**config.mk**
```make
export PLATFORM = sky130hd
export DESIGN_NAME = mux_nto1_pipe
export DESIGN_NICKNAME = d
export VERILOG_FILES = /design/src/rtl/mux_nto1_pipe.sv
export SDC_FILE = /design/constraint.sdc
export NUM_CORES = 1
export LEC_CHECK = 0
export ABC_CLOCK_PERIOD_IN_PS = 1840
export CAP_MARGIN = 20
export CORE_MARGIN = 10
export CORE_UTILIZATION = 35
export CTS_CLUSTER_DIAMETER = 60
export CTS_CLUSTER_SIZE = 24
export DETAILED_ROUTE_END_ITERATION = 8
export PLACE_DENSITY = 0.76
export SLEW_MARGIN = 20
export SYNTH_ARGS = -nofsm -noshare
export SYNTH_HDL_FRONTEND = slang
export SYNTH_SLANG_ARGS = --single-unit
```
**constraint.sdc**
```tcl
create_clock -name clk_i -period 1.84 [get_ports clk_i]
set_clock_uncertainty 0.2 [all_clocks]
set_input_delay 0.46 -clock clk_i [delete_from_list [all_inputs] [get_ports clk_i]]
set_output_delay 0.46 -clock clk_i [all_outputs]
set_load 0.05 [all_outputs]
```
**src/rtl/mux_nto1_pipe.sv**
```systemverilog
// N-to-1 channel mux with a registered ready/valid output stage and a one-entry skid buffer.
// Optional illegal-select event counter (err_cnt_o) is enabled by defining MUX_NTO1_PIPE_ERRCNT_EN.
module mux_nto1_pipe #(
  parameter int SIZE  = 32,
  parameter int CH    = 3,
  parameter int SEL_W = 2
) (
  input  logic                 clk_i,
  input  logic                 rst_i,
  input  logic [CH*SIZE-1:0]   data_i,
  input  logic [SEL_W-1:0]     select_i,
  input  logic                 valid_i,
  output logic                 ready_o,
  output logic [SIZE-1:0]      data_o,
  output logic                 valid_o,
  input  logic                 ready_i,
  output logic                 illegal_o
`ifdef MUX_NTO1_PIPE_ERRCNT_EN
  ,
  output logic [7:0]           err_cnt_o
`endif
);

  typedef enum logic [1:0] {
    EMPTY = 2'd0,
    ONE   = 2'd1,
    TWO   = 2'd2
  } state_t;

  // One extra bit so the channel count itself is representable when CH == 2**SEL_W.
  localparam logic [SEL_W:0] CH_CODE = (SEL_W+1)'(CH);

  state_t          state_reg, state_next;
  logic [SIZE-1:0] data_reg, data_next;
  logic [SIZE-1:0] skid_reg, skid_next;
  logic            illegal_reg, illegal_next;
  logic [SIZE-1:0] chan [CH];
  logic [SIZE-1:0] sel_data;
  logic            sel_legal;
  logic            accept;
  logic            drain;

  generate
    for (genvar gi = 0; gi < CH; gi++) begin : g_unpack
      assign chan[gi] = data_i[gi*SIZE +: SIZE];
    end
  endgenerate

  // Codes at or above CH fall through to zero; they are never accepted anyway.
  always_comb begin
    sel_data = '0;
    for (int k = 0; k < CH; k++) begin
      if (select_i == SEL_W'(k)) sel_data = chan[k];
    end
  end

  assign sel_legal = {1'b0, select_i} < CH_CODE;
  assign accept    = valid_i & ready_o & sel_legal;
  assign drain     = valid_o & ready_i;

  always_ff @(posedge clk_i) begin
    if (!rst_i) begin
      state_reg   <= EMPTY;
      data_reg    <= '0;
      skid_reg    <= '0;
      illegal_reg <= 1'b0;
    end else begin
      state_reg   <= state_next;
      data_reg    <= data_next;
      skid_reg    <= skid_next;
      illegal_reg <= illegal_next;
    end
  end

  always_comb begin
    state_next   = state_reg;
    data_next    = data_reg;
    skid_next    = skid_reg;
    illegal_next = valid_i & ready_o & ~sel_legal;
    case (state_reg)
      EMPTY: begin
        if (accept) begin
          state_next = ONE;
          data_next  = sel_data;
        end
      end
      ONE: begin
        if (accept && drain) begin
          data_next = sel_data;
        end else if (accept) begin
          state_next = TWO;
          skid_next  = sel_data;
        end else if (drain) begin
          state_next = EMPTY;
        end
      end
      TWO: begin
        if (drain) begin
          state_next = ONE;
          data_next  = skid_reg;
          skid_next  = '0;
        end
      end
      default: state_next = EMPTY;
    endcase
  end

  // ready_o deliberately has no path from ready_i, only from state and reset.
  always_comb begin
    ready_o   = rst_i && (state_reg != TWO);
    valid_o   = (state_reg != EMPTY);
    data_o    = data_reg;
    illegal_o = illegal_reg;
  end

`ifdef MUX_NTO1_PIPE_ERRCNT_EN
  logic [7:0] err_cnt_reg;

  always_ff @(posedge clk_i) begin
    if (!rst_i) begin
      err_cnt_reg <= '0;
    end else if (illegal_next && (err_cnt_reg != 8'hFF)) begin
      err_cnt_reg <= err_cnt_reg + 8'd1;
    end
  end

  assign err_cnt_o = err_cnt_reg;
`endif

endmodule

```
==> impl_results.md, run 1 <==
- Startpoint Class: register
- R2r startpoint: state_reg[0]$_SDFFE_PN0P_
- Multi-input logic area: approximately 2400 sq um
- Cell taking the most area after synthesis: dfxtp_1
- Peak Freq: 557.8 MHz
- Tcrit/Tclk final: 97.43%
- Worst-skew pair later-pin latency: 0.33 ns
- FF-to-FF path depth: 6
- Worst slack, placed: -0.7189 ns
- CP Capture Type: output pin
- Commonest non-fill, non-tap cells in the layout: clkdlybuf4s50_1 (96), dfxtp_1 (65), o21ai_0 (64), buf_12 (43)
- Min cycle time layout: around 1.8 ns
- Max transition margin: around three quarters
- CTS Sinks: between 60 and 70
- Routed via count: between 3k and 4k
- Mapped cell area: about 4000 sq um
- Most common cell after layout, fill and taps aside: clkdlybuf4s50_1
- Critical Path RT: approximately 1.2 ns
- Sequential standard cell area: approximately 1300 sq um
- Synth Net Count: between 400 and 500
- Critical Path Fanout Max: 5
- # DRC: 0
- Fin cells: 678
- RR Endpoint: data_o[29]$_SDFFE_PN0P_
- Final Hold Viols: 0
- Min-delay worst type: input pin to register
- Avg Inst Size Synth: 10.16 sq um
- Port Buffer Count: ~140
- Core area: 10980 sq um
- Hold path startpoint: rst_i
- Vias in the first global route: 4130
- Max-slew violations: 0
- Initial Util: 36.27%
- Post-synthesis cell count: 392
- CTS tree: yes
- GPL Wtd Cong: 0.8390
- Area growth from synthesis to layout: 60.08%
- Die area: 16050 sq um
- Fill cell count: just over 900
- WHS Endpoint: state_reg[1]$_SDFFE_PN0P_
- Power Density: about 680 nW/um^2
- Yosys reg bits: 67
- Area contributors post-synth: dfxtp_1 (34%), o31ai_4 (16%), mux2i_1 (8.5%), o211a_1 (8.0%), o21ai_0 (8.0%)
- Vias per inst: 5.497
- DP HPWL: 9756 microns
- Initial antenna violation count: 1
- Yosys warnings: 0
- Nets: 634
- Final-report setup violation count: 0
- Synth top area share: 33.67%
- Die H: approximately 130 microns
- P_leak: 2.488 nW
- Max_cap viols: 0
- Unrepaired setup endpoints after global routing: false
- DR iter-0 viols: 233
- FF-to-FF setup slack: 0.13 ns
- CTS buffer count: 9
- Total gr overflow: 0
- Final std cell area, no fill: 6377 sq um
- Clk root buf: clkbuf_16
- Placed Instances: 651
- Critical path class: register to output pin
- Top Ports: 137
- Final wirelength: ~13000 microns
- Status: finished clean
- Hold-fix buffers, CTS: 0
- Routed length per instance: 19.56 microns
- Remaining antenna violation count after routing: 0
- Final WS setup: 0.04735 ns
- Register area share after synthesis: 33.67%
- Clock Tree Buf Depth: 2
- Critical Path AT: 1.13 ns
- Actual slew at the worst max-slew pin: 0.3931 ns
- Final Power: 4.313 mW
- First-pass GRT wire length: around 21000 microns
- First-pass DRT Iterations: 4
- H-tree depth: 3
- Worst hold path depth: 3
- Placed Instance Area: 5934 sq um
- Worst IR Drop VDD: between 0.4 and 0.5 mV
- Share of cells above drive strength 1: 25.88%
- Post-synth cell types: 28
- Row count: 38
- Die width: about 130 microns
- GR Util All Layers: 16.20%
- Largest net degree at the start of global routing: between 60 and 70
- Reg clk slew, reported paths: 0.06 ns
- Final TNS setup: 0 ns
area by class of cell:
class                           count  share of cell area, %
Timing Repair Buffer              174                  33.06
Multi-Input combinational cell    278                  38.38
Clock inverter                      6                 0.7652
Sequential cell                    67                  21.11
Tap cell                          140                  2.747
Antenna cell                        1                0.03924
Inverter                            2                 0.1570
Clock buffer                       10                  3.747
kinds of logic (layout without fill, tap and decap cells):
kind of cell / count (synthesis) / after routing / share of synthesized area, %
flops: 67 / 67 / 33.67
mux: 34 / 34 / 8.543
other cells: 0 / 1 / 0
simple gates: 78 / 78 / 10.14
compound gates: 165 / 166 / 41.14
buf+inv: 48 / 192 / 6.501
critical path, stage by stage (launching register included):
cell and delay [ns]:
dfxtp_4 0.36, inv_4 0.06, nand2_4 0.05, and2_4 0.18
buf_12 0.14
metrics by stage:
stage | hold slack, ns | util, %
floorplan | 0.2369 | -
global placement | 0.2526 | 54.03
detailed placement | 0.2597 | 54.03
CTS | 0.2417 | 57.93
global route | 0.2682 | 58.04
finish | 0.2524 | 58.07
layer usage:
| layer | GRT usage (%) | share of wire, % |
|---|---|---|
| met4 | 5.559 | 1.5 |
| met1 | 18.54 | 43 |
| met2 | 27.98 | 50 |
| met5 | 0 | 0 |
| met3 | 4.873 | 5.9 |
power breakdown:
group | internal [mW] | switching, mW | leakage, nW
Combinational | 0.585 | 0.557 | 1.81
Sequential | 1.50 | 0.0468 | 0.544
Clock | 0.959 | 0.665 | 0.132
worst max-delay path by stage:
stage                     cells past startpoint                       from                   endpoint
after detailed placement                      5                    valid_i  skid_reg[25]$_SDFFE_PN0P_
after CTS                                     4  state_reg[0]$_SDFFE_PN0P_                    ready_o
after global placement                        5                    valid_i   skid_reg[1]$_SDFFE_PN0P_
after global routing                          4  state_reg[0]$_SDFFE_PN0P_                    ready_o
final                                         4  state_reg[0]$_SDFFE_PN0P_                    ready_o
after floorplan                               7                select_i[0]     data_o[0]$_SDFFE_PN0P_
synthesized netlist by cell type:
library cell,n
a21boi_4,1
a21oi_1,1
a21oi_2,1
a22o_1,32
and2_1,3
and2_4,1
and3_1,1
and4_1,1
buf_1,2
buf_12,3
buf_2,12
buf_6,2
clkbuf_1,27
dfxtp_1,67
inv_1,1
inv_2,1
mux2i_1,34
nand2_1,36
nand2b_1,1
nand3b_1,1
nand4_1,32
nor2b_1,2
o2111ai_4,1
o211a_1,32
o21ai_0,64
o22ai_1,1
o31ai_1,2
o31ai_4,30
repair_timing:
action                                  in CTS  in global routing
pin swaps                                    3                  0
cloned                                       2                  0
endpoints found under the setup margin      58                  2
setup buffers                                8                  0
gates resized for setup                     15                  4
Note: power is estimated with default switching activity, not from simulation.
==> run 2: changes to the inputs <==
- GPL_ROUTABILITY_DRIVEN: unset -> 0
- SETUP_SLACK_MARGIN: unset -> 0.02
==> run 2 against run 1 <==
Worst setup slack improved by 0.0053 ns; sequential power about the same; die area stayed put; non-clock buffer count rose by 1; via count is 0.46% higher; worst hold slack gained 0.0037 ns; sequential share of layout area hardly changed; clock power barely moved.
==> impl_results.md, run 2 (synthesis results as in run 1) <==
- Unrepaired setup endpoints after global routing: false (unchanged)
- Family with the most delay on the worst path: flip-flops (unchanged)
- Worst path max stage delay: 0.36 ns (about the same)
- Critical Path RT: 1.18 ns (about the same)
- Actual slew at the worst max-slew pin: 0.3935 ns (was 0.3931 ns)
- Critical Path AT: 1.13 ns (about the same)
- Vias in the first global route: 4130 (unchanged)
- Die area: 16050 sq um (unchanged)
- H-tree depth: 3 (unchanged)
- Max transition margin: 73.49% (was 73.52%)
- Area growth from synthesis to layout: 60.27% (was 60.08%)
- Placed Instances: 651 (unchanged)
- DR iter-0 viols: 255 (was 233)
- Final-report setup violation count: 0 (unchanged)
- Die H: 126.7 microns (unchanged)
- Routed via count: 3744 (was 3727)
- Core area: 10980 sq um (unchanged)
- Initial antenna violation count: 1 (unchanged)
- Worst IR Drop VDD: 0.4824 mV (was 0.4837 mV)
- Remaining antenna violation count after routing: 0 (unchanged)
- Total gr overflow: 0 (unchanged)
- CTS tree: yes (unchanged)
- Fin cells: 679 (was 678)
- Commonest non-fill, non-tap cells in the layout: clkdlybuf4s50_1 (96), dfxtp_1 (65), o21ai_0 (64), buf_12 (43) (unchanged)
- CTS buffer count: 9 (unchanged)
- Critical path class: register to output pin (unchanged)
- Clk root buf: clkbuf_16 (unchanged)
- CTS Sinks: 67 (unchanged)
- Share of cells above drive strength 1: 26.02% (was 25.88%)
- Min cycle time layout: 1.787 ns (was 1.793 ns)
- Most common cell after layout, fill and taps aside: clkdlybuf4s50_1 (unchanged)
- Util after Layout: 58.13% (was 58.07%)
- Max_cap viols: 0 (unchanged)
- Largest net degree at the start of global routing: 66 (unchanged)
- Initial Util: 36.27% (unchanged)
- P_leak: 2.494 nW (was 2.488 nW)
- Final Hold Viols: 0 (unchanged)
- First-pass DRT Iterations: 5 (was 4)
- Worst-skew pair later-pin latency: 0.33 ns (about the same)
- Top Ports: 137 (unchanged)
- Final wirelength: 13270 microns (was 13260 microns)
- Reg clk slew, reported paths: 0.06 ns (about the same)
- Vias per inst: 5.514 (was 5.497)
- Power Density: 675.4 nW/um^2 (was 676.3 nW/um^2)
- Tcrit/Tclk final: 97.14% (was 97.43%)
- CP Capture Type: output pin (unchanged)
- Die width: 126.7 microns (unchanged)
- First-pass GRT wire length: 21220 microns (unchanged)
- Nets: 635 (was 634)
- Startpoint Class: register (unchanged)
- GR Util All Layers: 16.20% (unchanged)
- Port Buffer Count: 136 (unchanged)
- Max-slew violations: 0 (unchanged)
- Row count: 38 (unchanged)
- Status: finished clean (unchanged)
- # DRC: 0 (unchanged)
- Fill cell count: 908 (was 911)
- Slowest-stage cell, CP: dfxtp_4 (unchanged)
- Worst Path Buf+Inv: 2 (unchanged)
- Routed length per instance: 19.55 microns (was 19.56 microns)
- Min-delay worst type: input pin to register (unchanged)
- Cell chain of the critical path: inv_4 -> nand2_4 -> and2_4 -> buf_12 (unchanged)
- Critical Path Fanout Max: 4 (was 5)
- Clock Tree Buf Depth: 2 (unchanged)
- Peak Freq: 559.5 MHz (was 557.8 MHz)
- DP HPWL: 9756 microns (unchanged)
- Hold-fix buffers, CTS: 0 (unchanged)
[run 2: power by group]
group / switching [mW] / total [mW] / internal (mW)
Sequential: 0.0463 / 1.55 / 1.50
Combinational: 0.559 / 1.15 / 0.588
Clock: 0.661 / 1.62 / 0.959
Total: 1.27 / 4.31 / 3.05
[run 2: metal layers]
| metal | routed length [microns] | track usage, % | up-vias |
|---|---|---|---|
| met5 | 0 | 0 | - |
| met4 | 242 | 5.559 | 0 |
| met3 | 889 | 4.873 | 21 |
| met2 | 6594 | 27.98 | 133 |
| met1 | 5546 | 18.54 | 1797 |
| li1 | - | - | 1793 |
[run 2: per-stage QoR]
stage | setup slack (ns) | total power [mW] | setup TNS [ns] | hold WS [ns] | cell area, sq um
CTS | 0.02833 | 4.336 | 0 | 0.2417 | 6362
floorplan | 0.02081 | 2.150 | 0 | 0.2369 | 3988
finish | 0.05268 | 4.312 | 0 | 0.2561 | 6385
global route | 0.02261 | 4.487 | 0 | 0.2682 | 6382
detailed placement | -0.7189 | 2.673 | -34.05 | 0.2597 | 5934
global placement | -0.6297 | 2.646 | -30.79 | 0.2526 | 5934
[run 2: worst paths after layout]
path | start | endpoint | slack (ns) | cells past startpoint
setup / recovery | state_reg[0]$_SDFFE_PN0P_ | ready_o | 0.05 | 4
hold / removal | rst_i | state_reg[1]$_SDFFE_PN0P_ | 0.26 | 3
setup reg to reg | state_reg[0]$_SDFFE_PN0P_ | data_o[29]$_SDFFE_PN0P_ | 0.14 | 6
hold reg to reg | skid_reg[31]$_SDFFE_PN0P_ | skid_reg[31]$_SDFFE_PN0P_ | 0.27 | 1
[run 2: worst reg2reg max path, stage by stage, from the launching register on]
cell and delay, ns:
dfxtp_4 0.37, inv_4 0.04, buf_4 0.14, o2111ai_4 0.20
and2_4 0.26, bufbuf_16 0.31, o31ai_4 0.07
[run 2: area by class of cell]
class / count / area (sq um) / area share (%)
diodes: 1 / 2.502 / 0.03919
clock buffers: 10 / 239.0 / 3.743
inverters: 2 / 10.01 / 0.1568
repair buffers: 175 / 2116 / 33.14
clock inverters: 6 / 48.80 / 0.7643
well taps: 140 / 175.2 / 2.743
multi-input cells: 278 / 2447 / 38.33
flip-flops and latches: 67 / 1346 / 21.09
[run 2: repair_timing]
item | CTS | global route
pin swaps | 3 | 0
gates cloned | 2 | 0
setup buffers | 8 | 1
setup endpoints to repair | 65 | 2
resized for setup | 15 | 4
==> run 3: changes to the inputs <==
- CELL_PAD_IN_SITES_DETAIL_PLACEMENT: unset -> 1
- CELL_PAD_IN_SITES_GLOBAL_PLACEMENT: unset -> 1
- CORE_UTILIZATION: 35 -> 31
- HOLD_SLACK_MARGIN: unset -> 0.12
- PLACE_DENSITY: 0.76 -> 0.86
==> run 3 against run 2 <==
Core utilization decreased by 7.6 points; worst hold slack better by 0.017 ns; first-iteration DRC count down 14%; cell count grew 4.6%; routed wire length grew 16%; power grew 2.2%; via count grew 2.8%; clock power up 5%; critical path depth stayed put; sequential share of layout area increased by 0.085 points; register-to-register slack better by 0.03 ns; global-route usage grew 0.67 points.
==> impl_results.md, run 3 (synthesis results as in run 1) <==
- Critical Path AT: 1.10 ns (was 1.13 ns)
- Slowest-stage cell, CP: dfxtp_4 (unchanged)
- Routed length per instance: 21.72 microns (was 19.55 microns)
- Core area: 12620 sq um (was 10980 sq um)
- Power Density: 691.4 nW/um^2 (was 675.4 nW/um^2)
- First-pass GRT wire length: 24200 microns (was 21220 microns)
- Max transition margin: 68.56% (was 73.49%)
- Initial Util: 31.57% (was 36.27%)
- Min cycle time layout: 1.758 ns (was 1.787 ns)
- Final Power: 4.405 mW (was 4.312 mW)
- First-pass DRT Iterations: 4 (was 5)
- Clock Tree Buf Depth: 2 (unchanged)
- Critical path class: register to output pin (unchanged)
- FF-to-FF setup slack: 0.17 ns (was 0.14 ns)
- Largest net degree at the start of global routing: 48 (was 66)
- Die area: 17780 sq um (was 16050 sq um)
- Cell chain of the critical path: inv_4 -> nand2_2 -> and2_4 -> buf_12 (was inv_4 -> nand2_4 -> and2_4 -> buf_12)
- Tcrit/Tclk final: 95.54% (was 97.14%)
- Vias per inst: 5.418 (was 5.514)
- Worst-skew pair later-pin latency: 0.32 ns (was 0.33 ns)
- Fin cells: 710 (was 679)
- Fill cell count: 1365 (was 908)
- P_leak: 2.470 nW (was 2.494 nW)
- Worst path max stage delay: 0.36 ns (about the same)
- Final Hold Viols: 0 (unchanged)
- H-tree depth: 3 (unchanged)
- Final-report setup violation count: 0 (unchanged)
- Min-delay worst type: register to register (was input pin to register)
- Die H: 133.4 microns (was 126.7 microns)
- Startpoint Class: register (unchanged)
- Share of cells above drive strength 1: 25.51% (was 26.02%)
- Remaining antenna violation count after routing: 0 (unchanged)
- Crit path capture: ready_o (unchanged)
- Final wirelength: 15420 microns (was 13270 microns)
- Max_cap viols: 0 (unchanged)
- Nets: 634 (was 635)
- Status: finished clean (unchanged)
- Initial antenna violation count: 1 (unchanged)
- Worst IR Drop VDD: 0.4146 mV (was 0.4824 mV)
- Die width: 133.4 microns (was 126.7 microns)
- DP HPWL: 10740 microns (was 9756 microns)
- Vias in the first global route: 4360 (was 4130)
- Port Buffer Count: 136 (unchanged)
- Worst setup path startpoint: state_reg[0]$_SDFFE_PN0P_ (unchanged)
- Clk root buf: clkbuf_16 (unchanged)
- R2r startpoint: state_reg[0]$_SDFFE_PN0P_ (unchanged)
- Commonest non-fill, non-tap cells in the layout: clkdlybuf4s50_1 (96), dfxtp_1 (65), o21ai_0 (64), buf_12 (38) (was clkdlybuf4s50_1 (96), dfxtp_1 (65), o21ai_0 (64), buf_12 (43))
- Row count: 41 (was 38)
- Unrepaired setup endpoints after global routing: false (unchanged)
- CTS Sinks: 67 (unchanged)
- Critical Path Fanout Max: 5 (was 4)
- FF-to-FF path depth: 6 (unchanged)
- Critical Path RT: 1.18 ns (about the same)
- Most common cell after layout, fill and taps aside: clkdlybuf4s50_1 (unchanged)
- Placed Instances: 682 (was 651)
- Actual slew at the worst max-slew pin: 0.4716 ns (was 0.3935 ns)
- Peak Freq: 568.9 MHz (was 559.5 MHz)
- CP Capture Type: output pin (unchanged)
- DR iter-0 viols: 220 (was 255)
- Total gr overflow: 0 (unchanged)
- # DRC: 0 (unchanged)
- Hold-fix buffers, CTS: 0 (unchanged)
- CTS tree: yes (unchanged)
- Max-slew violations: 0 (unchanged)
- CTS buffer count: 9 (unchanged)
- Top Ports: 137 (unchanged)
- Reg clk slew, reported paths: 0.05 ns (was 0.06 ns)
- Routed via count: 3847 (was 3744)
- Area growth from synthesis to layout: 59.92% (was 60.27%)
- GR Util All Layers: 16.87% (was 16.20%)
- RR Endpoint: data_o[7]$_SDFFE_PN0P_ (was data_o[29]$_SDFFE_PN0P_)
run 3: timing repair:
| action | in CTS | in global routing |
|---|---|---|
| gates cloned | 3 | 0 |
| hold endpoints to repair | 0 | 0 |
| resized for setup | 16 | 5 |
| setup endpoints to repair | 66 | 2 |
| pin swaps | 1 | 0 |
| buffers inserted | 7 | 1 |
run 3: per-layer routing:
| metal | GRT usage [%] | share of wire, % | vias up |
|---|---|---|---|
| met5 | 0 | 0 | - |
| met4 | 7.618 | 2.7 | 0 |
| met3 | 3.571 | 4.8 | 30 |
| met2 | 30.86 | 52 | 125 |
| met1 | 18.11 | 40 | 1897 |
| li1 | - | - | 1795 |
run 3: worst min-delay path by stage:
stage                                         start                         to  slack [ns]  depth (start not counted)
after floorplan           skid_reg[18]$_SDFFE_PN0P_  skid_reg[18]$_SDFFE_PN0P_        0.24                          1
after global placement    skid_reg[18]$_SDFFE_PN0P_  skid_reg[18]$_SDFFE_PN0P_        0.25                          1
after detailed placement   skid_reg[4]$_SDFFE_PN0P_   skid_reg[4]$_SDFFE_PN0P_        0.27                          1
after CTS                  skid_reg[4]$_SDFFE_PN0P_   skid_reg[4]$_SDFFE_PN0P_        0.28                          1
after global routing      skid_reg[17]$_SDFFE_PN0P_  skid_reg[17]$_SDFFE_PN0P_        0.30                          1
final                      skid_reg[4]$_SDFFE_PN0P_   skid_reg[4]$_SDFFE_PN0P_        0.27                          1
run 3: metrics by stage:
stage               hold WS [ns]  instance area [sq um]  utilization, %  setup TNS (ns)  worst slack [ns]
floorplan                 0.2369                   3988               -               0           0.02081
detailed placement        0.2651                   5904           46.79          -35.33           -0.7150
finish                    0.2735                   6371           50.49               0           0.08212
global placement          0.2508                   5904           46.79          -32.26           -0.6326
CTS                       0.2768                   6350           50.32               0           0.01438
global route              0.2994                   6371           50.49               0           0.04415
run 3: cell type report:
class	instances	area [sq um]	share of cell area, %
Tap cell	172	215.2	3.378
Timing Repair Buffer	174	2072	32.52
Multi-Input combinational cell	278	2427	38.10
Clock buffer	11	242.7	3.810
Sequential cell	67	1349	21.17
Clock inverter	5	52.55	0.8248
Inverter	2	10.01	0.1571
Antenna cell	1	2.502	0.03928
run 3: power breakdown:
part           leakage, nW  total [mW]  internal (mW)  switching [mW]
sequential           0.544        1.55           1.50          0.0494
combinational         1.78        1.15          0.573           0.580
clock                0.145        1.70           1.08           0.626
run 3: worst max-delay path: cells and delay by family, from the launching register on:
family                 cells  cell delay, ns
buffers and inverters      2            0.19
and+or+nand+nor            2            0.22
DFF                        1            0.36
